==> src/rtl/timing_ctrl.sv <==
// timing_ctrl - run/stop/single-step beat generator for the CPU control unit.
//
// Produces the one-hot beat phases T1/T2/T3 and the one-hot machine-cycle
// index M. Each instruction runs a variable number of machine cycles. Wait
// states are inserted while memory is not ready during T2.
//
// Optional feature (compile-time macro TIMING_WAIT_TIMEOUT_EN):
//   defined   - a 4-bit stall counter forces progress after WAIT_MAX stall
//               clocks and sets the sticky wait_err flag. The WAIT_MAX
//               parameter exists only in this build.
//   undefined - a stall lasts until mem_ready rises; wait_err is tied to 0.
//
// Parameters:
//   MAX_CYC   maximum machine cycles per instruction (width of M, 2..8)
//   WAIT_MAX  stall clocks tolerated before timeout (timeout build only)
//
// Ports:
//   sys_clk      clock, rising edge
//   sys_rst      synchronous active-high reset
//   start        pulse: begin free-running execution (IDLE only)
//   stop         pulse: halt at the next instruction boundary
//   step         pulse: execute exactly one instruction (IDLE only)
//   ncyc         machine cycles for this instruction, sampled at T1 of M[0]
//   mem_ready    memory ready, sampled during T2
//   T1, T2, T3   one-hot beat phases, all 0 when idle
//   M            one-hot machine-cycle index, all 0 when idle
//   running      high in RUN, STEP or STALL
//   instr_done   one-clock pulse with T3 of the last machine cycle
//   wait_err     sticky stall-timeout flag
//   dbg_state_o  current FSM state (0 IDLE, 1 RUN, 2 STEP, 3 STALL)
module timing_ctrl #(
    parameter int MAX_CYC  = 4
`ifdef TIMING_WAIT_TIMEOUT_EN
    ,
    parameter int WAIT_MAX = 15
`endif
) (
    input  logic                       sys_clk,
    input  logic                       sys_rst,
    input  logic                       start,
    input  logic                       stop,
    input  logic                       step,
    input  logic [$clog2(MAX_CYC):0]   ncyc,
    input  logic                       mem_ready,
    output logic                       T1,
    output logic                       T2,
    output logic                       T3,
    output logic [MAX_CYC-1:0]         M,
    output logic                       running,
    output logic                       instr_done,
    output logic                       wait_err,
    output logic [1:0]                 dbg_state_o
);

    localparam int NW = $clog2(MAX_CYC) + 1;  // width of ncyc / latched count
    localparam int IW = $clog2(MAX_CYC);      // width of the cycle index

    typedef enum logic [1:0] {
        S_IDLE  = 2'd0,
        S_RUN   = 2'd1,
        S_STEP  = 2'd2,
        S_STALL = 2'd3
    } state_e;

    state_e              state_q, state_d;
    state_e              mode_q, mode_d;      // mode to resume after a stall
    logic [2:0]          t_q, t_d;            // {T3, T2, T1}, one-hot
    logic [IW-1:0]       idx_q, idx_d;
    logic [MAX_CYC-1:0]  m_q, m_d;
    logic                run_q, run_d;
    logic                done_q, done_d;
    logic [NW-1:0]       lat_q, lat_d;
    logic                stop_pend_q, stop_pend_d;
    logic                last_cyc;
    logic                leave_stall;

    // Zero counts as one machine cycle; oversize requests saturate.
    function automatic logic [NW-1:0] clamp_ncyc(input logic [NW-1:0] n);
        if (n == '0)
            return NW'(1);
        else if (n > NW'(MAX_CYC))
            return NW'(MAX_CYC);
        else
            return n;
    endfunction

    assign last_cyc = (NW'(idx_q) == (lat_q - NW'(1)));

`ifdef TIMING_WAIT_TIMEOUT_EN
    logic [3:0] cnt_q, cnt_d;
    logic       werr_q, werr_d;
    logic       timeout;

    // cnt_q holds the number of stall clocks already completed, so the
    // WAIT_MAX-th stall clock is the one where cnt_q == WAIT_MAX-1.
    assign timeout     = (state_q == S_STALL) && !mem_ready &&
                         (cnt_q == 4'(WAIT_MAX - 1));
    assign leave_stall = mem_ready || timeout;
    assign wait_err    = werr_q;
`else
    assign leave_stall = mem_ready;
    assign wait_err    = 1'b0;
`endif

    always_comb begin
        state_d     = state_q;
        mode_d      = mode_q;
        t_d         = t_q;
        idx_d       = idx_q;
        lat_d       = lat_q;
        stop_pend_d = stop_pend_q;
        done_d      = 1'b0;
`ifdef TIMING_WAIT_TIMEOUT_EN
        cnt_d       = cnt_q;
        werr_d      = werr_q;
`endif
        unique case (state_q)
            S_IDLE: begin
                // stop has priority over a simultaneous start or step.
                if (!stop && (start || step)) begin
                    state_d     = start ? S_RUN : S_STEP;
                    t_d         = 3'b001;
                    idx_d       = '0;
                    stop_pend_d = 1'b0;
                end
            end
            S_RUN, S_STEP: begin
                if (state_q == S_RUN && stop)
                    stop_pend_d = 1'b1;
                if (t_q[0]) begin
                    t_d = 3'b010;
                    if (idx_q == '0)
                        lat_d = clamp_ncyc(ncyc);
                end else if (t_q[1]) begin
                    if (mem_ready) begin
                        t_d    = 3'b100;
                        done_d = last_cyc;
                    end else begin
                        state_d = S_STALL;
                        mode_d  = state_q;
`ifdef TIMING_WAIT_TIMEOUT_EN
                        cnt_d   = 4'd0;
`endif
                    end
                end else if (t_q[2]) begin
                    if (done_q) begin
                        idx_d = '0;
                        // A stop arriving on the done beat itself still halts here.
                        if (state_q == S_STEP || stop_pend_q || stop) begin
                            state_d     = S_IDLE;
                            t_d         = 3'b000;
                            stop_pend_d = 1'b0;
                        end else begin
                            t_d = 3'b001;
                        end
                    end else begin
                        idx_d = idx_q + 1'b1;
                        t_d   = 3'b001;
                    end
                end else begin
                    state_d = S_IDLE;
                    t_d     = 3'b000;
                end
            end
            S_STALL: begin
                if (stop)
                    stop_pend_d = 1'b1;
                if (leave_stall) begin
                    state_d = mode_q;
                    t_d     = 3'b100;
                    done_d  = last_cyc;
`ifdef TIMING_WAIT_TIMEOUT_EN
                    if (timeout)
                        werr_d = 1'b1;
                end else begin
                    cnt_d = cnt_q + 4'd1;
`endif
                end
            end
            default: begin
                state_d = S_IDLE;
                t_d     = 3'b000;
            end
        endcase

        run_d = (state_d != S_IDLE);
        m_d   = run_d ? ({{(MAX_CYC-1){1'b0}}, 1'b1} << idx_d) : '0;
    end

    always_ff @(posedge sys_clk) begin
        if (sys_rst) begin
            state_q     <= S_IDLE;
            mode_q      <= S_IDLE;
            t_q         <= 3'b000;
            idx_q       <= '0;
            m_q         <= '0;
            run_q       <= 1'b0;
            done_q      <= 1'b0;
            lat_q       <= '0;
            stop_pend_q <= 1'b0;
`ifdef TIMING_WAIT_TIMEOUT_EN
            cnt_q       <= 4'd0;
            werr_q      <= 1'b0;
`endif
        end else begin
            state_q     <= state_d;
            mode_q      <= mode_d;
            t_q         <= t_d;
            idx_q       <= idx_d;
            m_q         <= m_d;
            run_q       <= run_d;
            done_q      <= done_d;
            lat_q       <= lat_d;
            stop_pend_q <= stop_pend_d;
`ifdef TIMING_WAIT_TIMEOUT_EN
            cnt_q       <= cnt_d;
            werr_q      <= werr_d;
`endif
        end
    end

    assign T1          = t_q[0];
    assign T2          = t_q[1];
    assign T3          = t_q[2];
    assign M           = m_q;
    assign running     = run_q;
    assign instr_done  = done_q;
    assign dbg_state_o = state_q;

endmodule
==> config.mk <==
export PLATFORM = sky130hd
export DESIGN_NAME = timing_ctrl
export DESIGN_NICKNAME = d
export VERILOG_FILES = /design/src/rtl/timing_ctrl.sv
export SDC_FILE = /design/constraint.sdc
export NUM_CORES = 1
export LEC_CHECK = 0
export CORE_MARGIN = 5
export CORE_UTILIZATION = 53
export CTS_BUF_LIST = sky130_fd_sc_hd__clkbuf_4
export CTS_CLUSTER_DIAMETER = 200
export CTS_CLUSTER_SIZE = 28
export DETAILED_ROUTE_END_ITERATION = 10
export PLACE_DENSITY = 0.79
export SETUP_SLACK_MARGIN = 0.5
export SYNTH_ARGS = -nofsm -noshare
export SYNTH_HDL_FRONTEND = slang
export SYNTH_SLANG_ARGS = --single-unit
==> constraint.sdc <==
create_clock -name sys_clk -period 2.6 [get_ports sys_clk]
set_input_delay 0.52 -clock sys_clk [delete_from_list [all_inputs] [get_ports sys_clk]]
set_output_delay 0.52 -clock sys_clk [all_outputs]
set_load 0.05 [all_outputs]
==> results of run 1 <==
-- area by class of cell --
class	instances	area share [%]
multi-input combinational	91	47.8
tap	27	2.50
timing repair buffer	22	16.1
inverter	10	2.77
clock buffer	4	2.22
sequential	19	28.7
-- routing by layer --
| metal | vias up | track usage (%) | share of wire [%] |
|---|---|---|---|
| met1 | 451 | 23.6 | 45 |
| met2 | 38 | 29.5 | 45 |
| met3 | 9 | 6.43 | 7.1 |
| met4 | 0 | 9.31 | 2.5 |
| li1 | 479 | - | - |
| met5 | - | 0 | 0 |
-- placed cells by master, fill, tap and decap left out, drive strengths merged, types with 2 or more instances in the layout --
cell type and count:
a21boi 2, a21oi 8, buf 3, clkbuf 4
clkdlybuf4s50 14, dfxtp 19, dlygate4sd2 2, dlymetal6s2s 3
ha 6, inv 10, mux2 2, mux2i 3
nand2 7, nand2b 3, nand4 3, nor2 14
nor2b 4, nor3 5, nor3b 5, o21ai 5
o21bai 2, o221ai 2, or3 3, xnor2 2
-- sequential cells by signal, summed over array words and instances, names as in the netlist --
register / count
M: 4
dbg_state_o: 2
idx_q: 2
instr_done: 1
lat_q: 3
mode_q: 2
running: 1
stop_pend_q: 1
t_q: 3
-- path summary, 6_finish.rpt --
kind	slack (ns)	startpoint	endpoint	depth (start not counted)
worst max-delay path	0.57	dbg_state_o[1]$_SDFF_PP0_	dbg_state_o[1]	1
worst min-delay path	0.51	mode_q[0]$_SDFFE_PP0P_	mode_q[0]$_SDFFE_PP0P_	2
worst max register to register	0.62	dbg_state_o[0]$_SDFF_PP0_	M[1]$_SDFF_PP0_	7
worst min register to register	0.51	mode_q[0]$_SDFFE_PP0P_	mode_q[0]$_SDFFE_PP0P_	2
-- cell usage after synthesis (all sizes together) (3+ instances only) --
master | instances | area (um^2)
dfxtp | 19 | 380
nor2 | 14 | 52.6
inv | 10 | 37.5
a21oi | 8 | 40.0
nand2 | 7 | 26.3
ha | 6 | 75.1
clkbuf | 5 | 18.8
nor3 | 5 | 25.0
nor3b | 5 | 47.5
o21ai | 5 | 25.0
nor2b | 4 | 25.0
mux2i | 3 | 30.0
nand2b | 3 | 18.8
nand4 | 3 | 18.8
or3 | 3 | 18.8
-- through the flow --
| stage | instances | setup WS, ns | power, mW | hold WS (ns) |
|---|---|---|---|---|
| floorplan | 127 | 0.590 | 0.408 | 0.454 |
| global placement | 167 | 0.234 | 0.448 | 0.475 |
| detailed placement | 167 | 0.168 | 0.452 | 0.494 |
| CTS | 171 | 0.522 | 0.613 | 0.515 |
| global route | 173 | 0.512 | 0.654 | 0.554 |
| finish | 173 | 0.570 | 0.622 | 0.513 |
-- where the power goes --
group	switching, mW	leakage, nW	internal [mW]
clock	0.0964	0.0184	0.0704
combinational	0.0888	0.367	0.0555
sequential	0.0111	0.156	0.299
total	0.196	0.541	0.425
-- kinds of logic (layout without fill, tap and decap cells) --
kind of cell             Yosys count  after routing  synth area share (%)
flip-flops                        19             19                  35.4
adder cells (fa/ha/maj)            6              6                  6.99
multiplexers                       5              5                  4.90
AND/OR/NAND/NOR                   50             50                  25.6
other                              1              1                 0.349
XOR/XNOR                           3              3                  2.45
AO/OA/AOI/OAI                     26             26                  17.9
buffers and inverters             17             36                  6.29
-- what timing repair did --
| action | 4_1_cts | 5_1_grt |
|---|---|---|
| gates cloned | 0 | 0 |
| pin swaps | 1 | 2 |
| setup buffers | 0 | 2 |
| endpoints found under the setup margin | 4 | 9 |
| hold buffers | 0 | 0 |
| gates resized for setup | 2 | 7 |
==> run_results.csv, run 1 <==
group,metric,value,unit
yosys,syn-num-nets,142,
job,drv_cap,0,
layout,antenna_cells,0,
floorplan,fp.dieH,55.0,um
global_routing,grt_pass1_wl,4090,um
worst_setup_path,cp.arrival,1.51,ns
cts,tritoncts,"done",
worst_setup_path,required,2.08,ns
yosys,syn-cell-area,1070,um^2
sta,fmax,493,MHz
sta,finalSetupTns,0,ns
layout,multi_input_area,647,um^2
cts,cts_htree_levels,1,
yosys,synth_area_per_cell,8.45,um^2
layout,final_area,1350,um^2
cts,cts_root_buffer,"clkbuf_4",
cts,cts_buffers,3,
route,drt-initial-drc-count,46,
layout,final_core_util,69.7,%
layout,drive_gt1_share,13.7,%
cts,clk_pin_slew_worst_paths,0.11,ns
worst_setup_path,crit_slowest_cell,"clkdlybuf4s50_1",
sta,final_hold_viol_count,0,
route,routed_wl,2550,um
yosys,ys_seq_area_share,35.4,%
sta,finalMaxSlewViolations,0,
power_and_ir_drop,irDropWorstVdd,0.323,mV
yosys,postSynth.asyncResetShare,0,%
route,vias,977,
sta,grt_setup_unrepaired,"no",
worst_setup_path,crit_path_end_kind,"primary output",
layout,areaGrowthSynthToFinish,26.1,%
place,gp_congestion,0.877,
status,status,"finished, final reports clean",
worst_setup_path,path_buf_inv,1,
worst_setup_path,critical-path-top-delay-family,"buffers and inverters",
worst_setup_path,crit_fanout,7,
global_routing,antenna_found_initial,0,
sta,timing.final.crit_share,78.1,%
place,place.port_buffers,19,
floorplan,core_region_area,1940,um^2
route,drcViolationCount,0,
worst_setup_path,crit_chain,"clkdlybuf4s50_1",
floorplan,dieArea,3030,um^2
yosys,ys_seq_elements,19,
cts,cts_sinks,19,
worst_setup_path,slowest_delay,0.80,ns
worst_setup_path,crit_type,"flip-flop to primary output",
sta,max-slew-margin-rel,58.4,%
power_and_ir_drop,power_density,459,nW/um^2
yosys,synth_cells,127,
global_routing,grt_usage,19.1,%
yosys,yosys_warnings,0,
worst_setup_path,worstSetupStartpointType,"flip-flop",
place,dpl_cell_area,1280,um^2
floorplan,pin_count,21,
floorplan,start_util,55.3,%
layout,register_area,388,um^2
global_routing,grt_max_degree,11,
global_routing,grt_pass1_vias,974,
min_path,hold_class,"flip-flop to flip-flop",
cts,clock_path_buffers,2,
cts,worst_skew_pair.late_latency,0.30,ns
yosys,synth_edf_count,0,
place,dp_hpwl,1800,um
yosys,ys_types,39,
route,ant_nets,0,
sta,max_slew.worst_pin.slew,0.622,ns
route,dr.pass1.iters,4,
sta,fin_worst_skew,0.00169,ns
layout,n_fill_cell,164,
global_routing,grt.overflow.total,0,
route,routed_via_density,5.65,
sta,period_needed,2.03,ns
route,wire_per_inst,14.7,um
yosys,ys.flop_type,"dfxtp_1",
power_and_ir_drop,leakage,0.541,nW
floorplan,rows,16,
sta,finalSetupViolCount,0,
floorplan,die_w,55.0,um
layout,nets,162,
No activity file was read; power rests on OpenSTA's default activity.
==> inputs of run 2 (changes only) <==
- clock period: 2.6 -> 2.1 ns (I/O delays scaled with it)
==> run 2 against run 1 <==
Compared with the run above: flip-flop and latch count stayed put; die area stayed put; hold slack worse by 0.0064 ns; sequential share of layout area is 2.1 points lower; combinational power is 42% higher; global-route usage is 0.84 points higher; non-clock buffer count is 4 higher; via count is 1.2% higher; design area is 8.5% higher; first-iteration DRC count is 61% lower; critical endpoint is now M[2]$_SDFF_PP0_; largest power group unchanged; highest routed layer unchanged.
==> run_results.csv, run 2 (synthesis results as in run 1) <==
group,metric,value,unit
sta,finalSetupViolCount,0,
power_and_ir_drop,power_frac_seq,49.0,%
cts,clk_pin_slew_worst_paths,0.11,ns
layout,nets,166,
global_routing,grt_usage,19.9,%
power_and_ir_drop,p_clk_share,25.2,%
cts,worst_skew_pair.late_latency,0.30,ns
power_and_ir_drop,totalPowerFinal,0.790,mW
floorplan,pin_count,21,
layout,final_common_cell,"dfxtp_1",
sta,fin_worst_skew,0.00473,ns
route,routed_via_density,5.59,
worst_setup_path,reg2regPathDepth,7,
worst_setup_path,cp.arrival,2.06,ns
floorplan,dieArea,3030,um^2
cts,cts_htree_levels,1,
worst_setup_path,crit_path_end_kind,"flip-flop",
floorplan,start_util,55.3,%
route,ant_nets,0,
place,place.port_buffers,19,
power_and_ir_drop,sw_frac_of_total,31.8,%
layout,final_cell_mix,"dfxtp_1 (15), nor2_1 (14), inv_1 (7), a21oi_1 (7), nand2_1 (7)",
cts,cts_sinks,19,
place,dpl_cell_area,1320,um^2
floorplan,rows,16,
worst_setup_path,timing.rr.end,"M[2]$_SDFF_PP0_",
layout,final_area,1470,um^2
layout,largest_reg_flops,4,
global_routing,grt_pass1_wl,4330,um
cts,cts_buffers,3,
global_routing,grt_pass1_vias,979,
route,drcViolationCount,0,
status,status,"finished, final reports clean",
place,gp_congestion,0.859,
sta,finalMaxSlewViolations,0,
route,wire_per_inst,15.1,um
route,dr.pass1.iters,4,
sta,final_hold_viol_count,0,
worst_setup_path,cp-endpoint,"M[2]$_SDFF_PP0_",
floorplan,core_region_area,1940,um^2
sta,grt_setup_unrepaired,"yes",
floorplan,die_w,55.0,um
global_routing,grt.overflow.total,0,
min_path,hold_start,"lat_q[1]$_SDFFE_PP0P_",
power_and_ir_drop,leakage,0.552,nW
sta,period_needed,1.82,ns
power_and_ir_drop,power_density,538,nW/um^2
cts,clock_path_buffers,2,
layout,drive_gt1_share,30.7,%
power_and_ir_drop,combPwrFrac,25.8,%
floorplan,fp.dieH,55.0,um
worst_setup_path,required,2.34,ns
global_routing,grt_max_degree,11,
global_routing,antenna_found_initial,0,
route,vias,989,
min_path,hold_class,"flip-flop to flip-flop",
worst_setup_path,rrSetupSlack,0.28,ns
job,drv_cap,0,
place,dp_hpwl,1890,um
worst_setup_path,r2r_start,"dbg_state_o[0]$_SDFF_PP0_",
worst_setup_path,worstSetupStartpointType,"flip-flop",
route,routed_wl,2670,um
power_and_ir_drop,irDropWorstVdd,0.500,mV
layout,antenna_cells,0,
layout,areaGrowthSynthToFinish,36.8,%
power_and_ir_drop,intPower,0.539,mW
sta,finalSetupTns,0,ns
sta,timing.final.crit_share,86.9,%
sta,max-slew-margin-rel,65.2,%
worst_setup_path,crit_type,"flip-flop to flip-flop",
route,drt-initial-drc-count,18,
cts,hold_buffers,0,
sta,max_slew.worst_pin.slew,0.519,ns
sta,fmax,548,MHz
power_and_ir_drop,power_switching,0.251,mW
worst_setup_path,cp-startpoint,"dbg_state_o[0]$_SDFF_PP0_",
worst_setup_path,crit_fanout,5,
cts,cts_root_buffer,"clkbuf_4",
layout,n_fill_cell,156,
cts,tritoncts,"done",
-- run 2: changes by cell type in the layout (fill, tap and decap cells not counted), sizes merged --
cell / delta
buf: +6
clkbuf: +1
clkdlybuf4s15: +5
clkdlybuf4s50: -8
dlygate4sd2: +2
dlymetal6s2s: -2
-- run 2: final cells by class --
cell class	count	area, um^2	share of cell area (%)
multi-input combinational	91	739	50.3
inverter	10	42.5	2.90
tap	27	33.8	2.30
clock buffer	4	30.0	2.04
sequential	19	390	26.6
timing repair buffer	26	233	15.8
-- run 2: layer usage --
layer	GRT usage (%)	vias to the layer above	wire, um
li1	-	490	-
met1	23.6	470	1160
met2	33.1	22	1320
met3	4.56	7	129
met4	10.9	0	65
met5	0	-	0
-- run 2: worst min path at each step --
stage                               endpoint  cells after the start  slack, ns
finish                 lat_q[1]$_SDFFE_PP0P_                      2       0.51
global route        stop_pend_q$_SDFFE_PP0P_                      2       0.55
CTS                    lat_q[1]$_SDFFE_PP0P_                      2       0.51
detailed placement     lat_q[1]$_SDFFE_PP0P_                      2       0.49
global placement       lat_q[1]$_SDFFE_PP0P_                      2       0.47
floorplan             mode_q[0]$_SDFFE_PP0P_                      2       0.45
-- run 2: metrics by stage --
stage               cells  util [%]  hold WS (ns)  setup WS (ns)
floorplan             127         -         0.454          0.239
global placement      170      68.1         0.473       -0.00760
detailed placement    170      68.1         0.489        -0.0839
CTS                   176      71.6         0.515          0.265
global route          177      75.6         0.554          0.199
finish                177      75.6         0.507          0.276
-- run 2: worst max-delay path: stages (launching register included) --
cell and delay, ns:
dfxtp_4 0.37, inv_4 0.04, ha_4 0.14, or3_4 0.33
a311o_1 0.36, o221ai_2 0.22, o21bai_4 0.13, nor3b_2 0.17
-- run 2: timing repair --
action,4_1_cts,5_1_grt
resized for setup,29,22
pin swaps,3,7
buffers inserted,2,1
endpoints found under the setup margin,21,19
gates cloned,0,0
-- run 2: power groups by stage --
stage	registers, mW	clock network [mW]	logic (mW)
6_report	0.387	0.199	0.204
5_1_grt	0.389	0.219	0.220
4_1_cts	0.385	0.208	0.187
3_5_place_dp	0.395	0	0.174
3_3_place_gp	0.395	0	0.171
2_1_floorplan	0.420	0	0.0936
==> inputs of run 3 (changes only) <==
- MAX_ROUTING_LAYER: default -> met4
==> run 3 against run 2 <==
Compared with the run above: largest cell class unchanged; die area unchanged; routed wire length down 1.8%; via count up 1.0%; flip-flop and latch count unchanged; sequential power about the same; combinational power about the same; worst setup slack worse by 0.0083 ns.
==> run_results.csv, run 3 (synthesis results as in run 1) <==
group,metric,value,unit
route,dr.pass1.iters,4,
sta,grt_setup_unrepaired,"yes",
global_routing,grt_pass1_vias,914,
global_routing,grt_pass1_wl,4030,um
status,status,"finished, final reports clean",
sta,max_slew.worst_pin.slew,0.519,ns
worst_setup_path,cp.arrival,2.06,ns
worst_setup_path,required,2.32,ns
power_and_ir_drop,totalPowerFinal,0.787,mW
route,ant_nets,0,
worst_setup_path,crit_type,"flip-flop to flip-flop",
power_and_ir_drop,combPwrFrac,26.0,%
floorplan,fp.dieH,55.0,um
sta,final_hold_viol_count,0,
layout,antenna_cells,0,
sta,finalMaxSlewViolations,0,
global_routing,antenna_found_initial,0,
worst_setup_path,critical-path-top-delay-family,"compound AO/OA/AOI/OAI gates",
power_and_ir_drop,intPower,0.540,mW
sta,fmax,546,MHz
worst_setup_path,slowest_delay,0.37,ns
floorplan,dieArea,3030,um^2
global_routing,grt_usage,18.7,%
place,dp_hpwl,1860,um
cts,cts_sinks,19,
cts,tritoncts,"done",
floorplan,die_w,55.0,um
route,routed_wl,2630,um
layout,drive_gt1_share,30.7,%
sta,max-slew-margin-rel,65.2,%
global_routing,grt_max_degree,11,
sta,finalSetupViolCount,0,
route,wire_per_inst,14.8,um
floorplan,pin_count,21,
layout,register_area,390,um^2
sta,timing.final.crit_share,87.3,%
power_and_ir_drop,power_switching,0.246,mW
min_path,hold_class,"flip-flop to flip-flop",
cts,clk_pin_slew_worst_paths,0.11,ns
cts,cts_root_buffer,"clkbuf_4",
power_and_ir_drop,power_density,533,nW/um^2
layout,nets,166,
place,gp_congestion,0.870,
route,drcViolationCount,0,
layout,final_core_util,76.0,%
cts,cts_htree_levels,1,
worst_setup_path,crit_fanout,5,
worst_setup_path,crit_chain,"inv_4, ha_4, or3_4, a311o_1, o221ai_2, o21bai_4, nor3b_2",
power_and_ir_drop,irDropWorstVdd,0.463,mV
floorplan,core_region_area,1940,um^2
worst_setup_path,crit_path_end_kind,"flip-flop",
cts,clock_path_buffers,2,
layout,n_fill_cell,150,
global_routing,grt.overflow.total,0,
route,vias,999,
cts,worst_skew_pair.late_latency,0.29,ns
cts,hold_buffers,0,
layout,final_common_cell,"dfxtp_1",
route,routed_via_density,5.64,
layout,largest_reg_flops,4,
sta,period_needed,1.83,ns
cts,cts_buffers,3,
worst_setup_path,crit_slowest_cell,"dfxtp_4",
power_and_ir_drop,sw_frac_of_total,31.3,%
floorplan,rows,16,
job,drv_cap,0,
place,place.port_buffers,19,
power_and_ir_drop,p_clk_share,24.8,%
layout,multi_input_area,743,um^2
sta,fin_worst_skew,0.00688,ns
route,drt-initial-drc-count,37,
floorplan,start_util,55.3,%
worst_setup_path,path_buf_inv,1,
power_and_ir_drop,leakage,0.540,nW
layout,areaGrowthSynthToFinish,37.5,%
layout,final_cell_mix,"dfxtp_1 (15), nor2_1 (14), a21oi_1 (8)",
worst_setup_path,worstSetupStartpointType,"flip-flop",
power_and_ir_drop,power_frac_seq,49.2,%
## run 3: cell count changes in the layout (fill, tap and decap cells not counted)
cell / change
clkdlybuf4s50_1: +1
or3_4: -1
buf_2: -1
a21oi_2: -1
or3_1: +1
nand3_2: -1
clkdlybuf4s15_2: +1
dlymetal6s2s_1: -1
a21oi_1: +1
nor2b_2: +2
nor2b_1: -2
nand3_4: +1
## run 3: layer usage
layer  wire length, um  share of wire (%)  vias up  track usage, %
met4                29                1.1        0            6.07
met5                 0                  0        -               -
li1                  -                  -      490               -
met3               169                6.4        4            3.75
met2              1290                 49       32            30.3
met1              1140                 43      473            23.4
## run 3: path summary, 6_finish.rpt
| kind | from | cells after the start | slack [ns] | to |
|---|---|---|---|---|
| worst max-delay path | dbg_state_o[0]$_SDFF_PP0_ | 7 | 0.27 | M[2]$_SDFF_PP0_ |
| worst min-delay path | lat_q[1]$_SDFFE_PP0P_ | 2 | 0.50 | lat_q[1]$_SDFFE_PP0P_ |
| worst max register to register | dbg_state_o[0]$_SDFF_PP0_ | 7 | 0.27 | M[2]$_SDFF_PP0_ |
| worst min register to register | lat_q[1]$_SDFFE_PP0P_ | 2 | 0.50 | lat_q[1]$_SDFFE_PP0P_ |
## run 3: worst min-delay path, delay by kind of cell, from the launching register on
kind / cells / cell delay (ns)
flip-flops: 1 / 0.34
AND/OR/NAND/NOR: 1 / 0.07
AO/OA/AOI/OAI: 1 / 0.06
## run 3: cell type report
class	count	area share [%]
multi-input combinational	91	50.3
sequential	19	26.4
timing repair buffer	26	16.0
inverter	10	2.88
tap	27	2.29
clock buffer	4	2.03
## run 3: repair_timing
action / CTS / global route
gates resized for setup: 27 / 21
setup endpoints to repair: 19 / 18
pin swaps: 3 / 7
endpoints found under the hold margin: 0 / 0
setup buffers: 2 / 1
## run 3: metrics by stage
stage          setup slack [ns]  instance area, um^2  hold slack [ns]  std cells  TNS, ns
6_report                  0.267                 1480            0.496        177        0
5_1_grt                   0.200                 1480            0.524        177        0
4_1_cts                   0.252                 1400            0.505        176        0
3_5_place_dp            -0.0706                 1320            0.480        170   -0.165
3_3_place_gp           -0.00792                 1320            0.473        170  -0.0156
2_1_floorplan             0.239                 1110            0.454        127        0
## run 3: power by group through the flow
stage,clock (mW),sequential [mW],combinational [mW]
after floorplan,0,0.420,0.0936
after global placement,0,0.395,0.171
after detailed placement,0,0.395,0.174
after CTS,0.200,0.385,0.188
after global routing,0.216,0.390,0.221
final,0.195,0.387,0.205
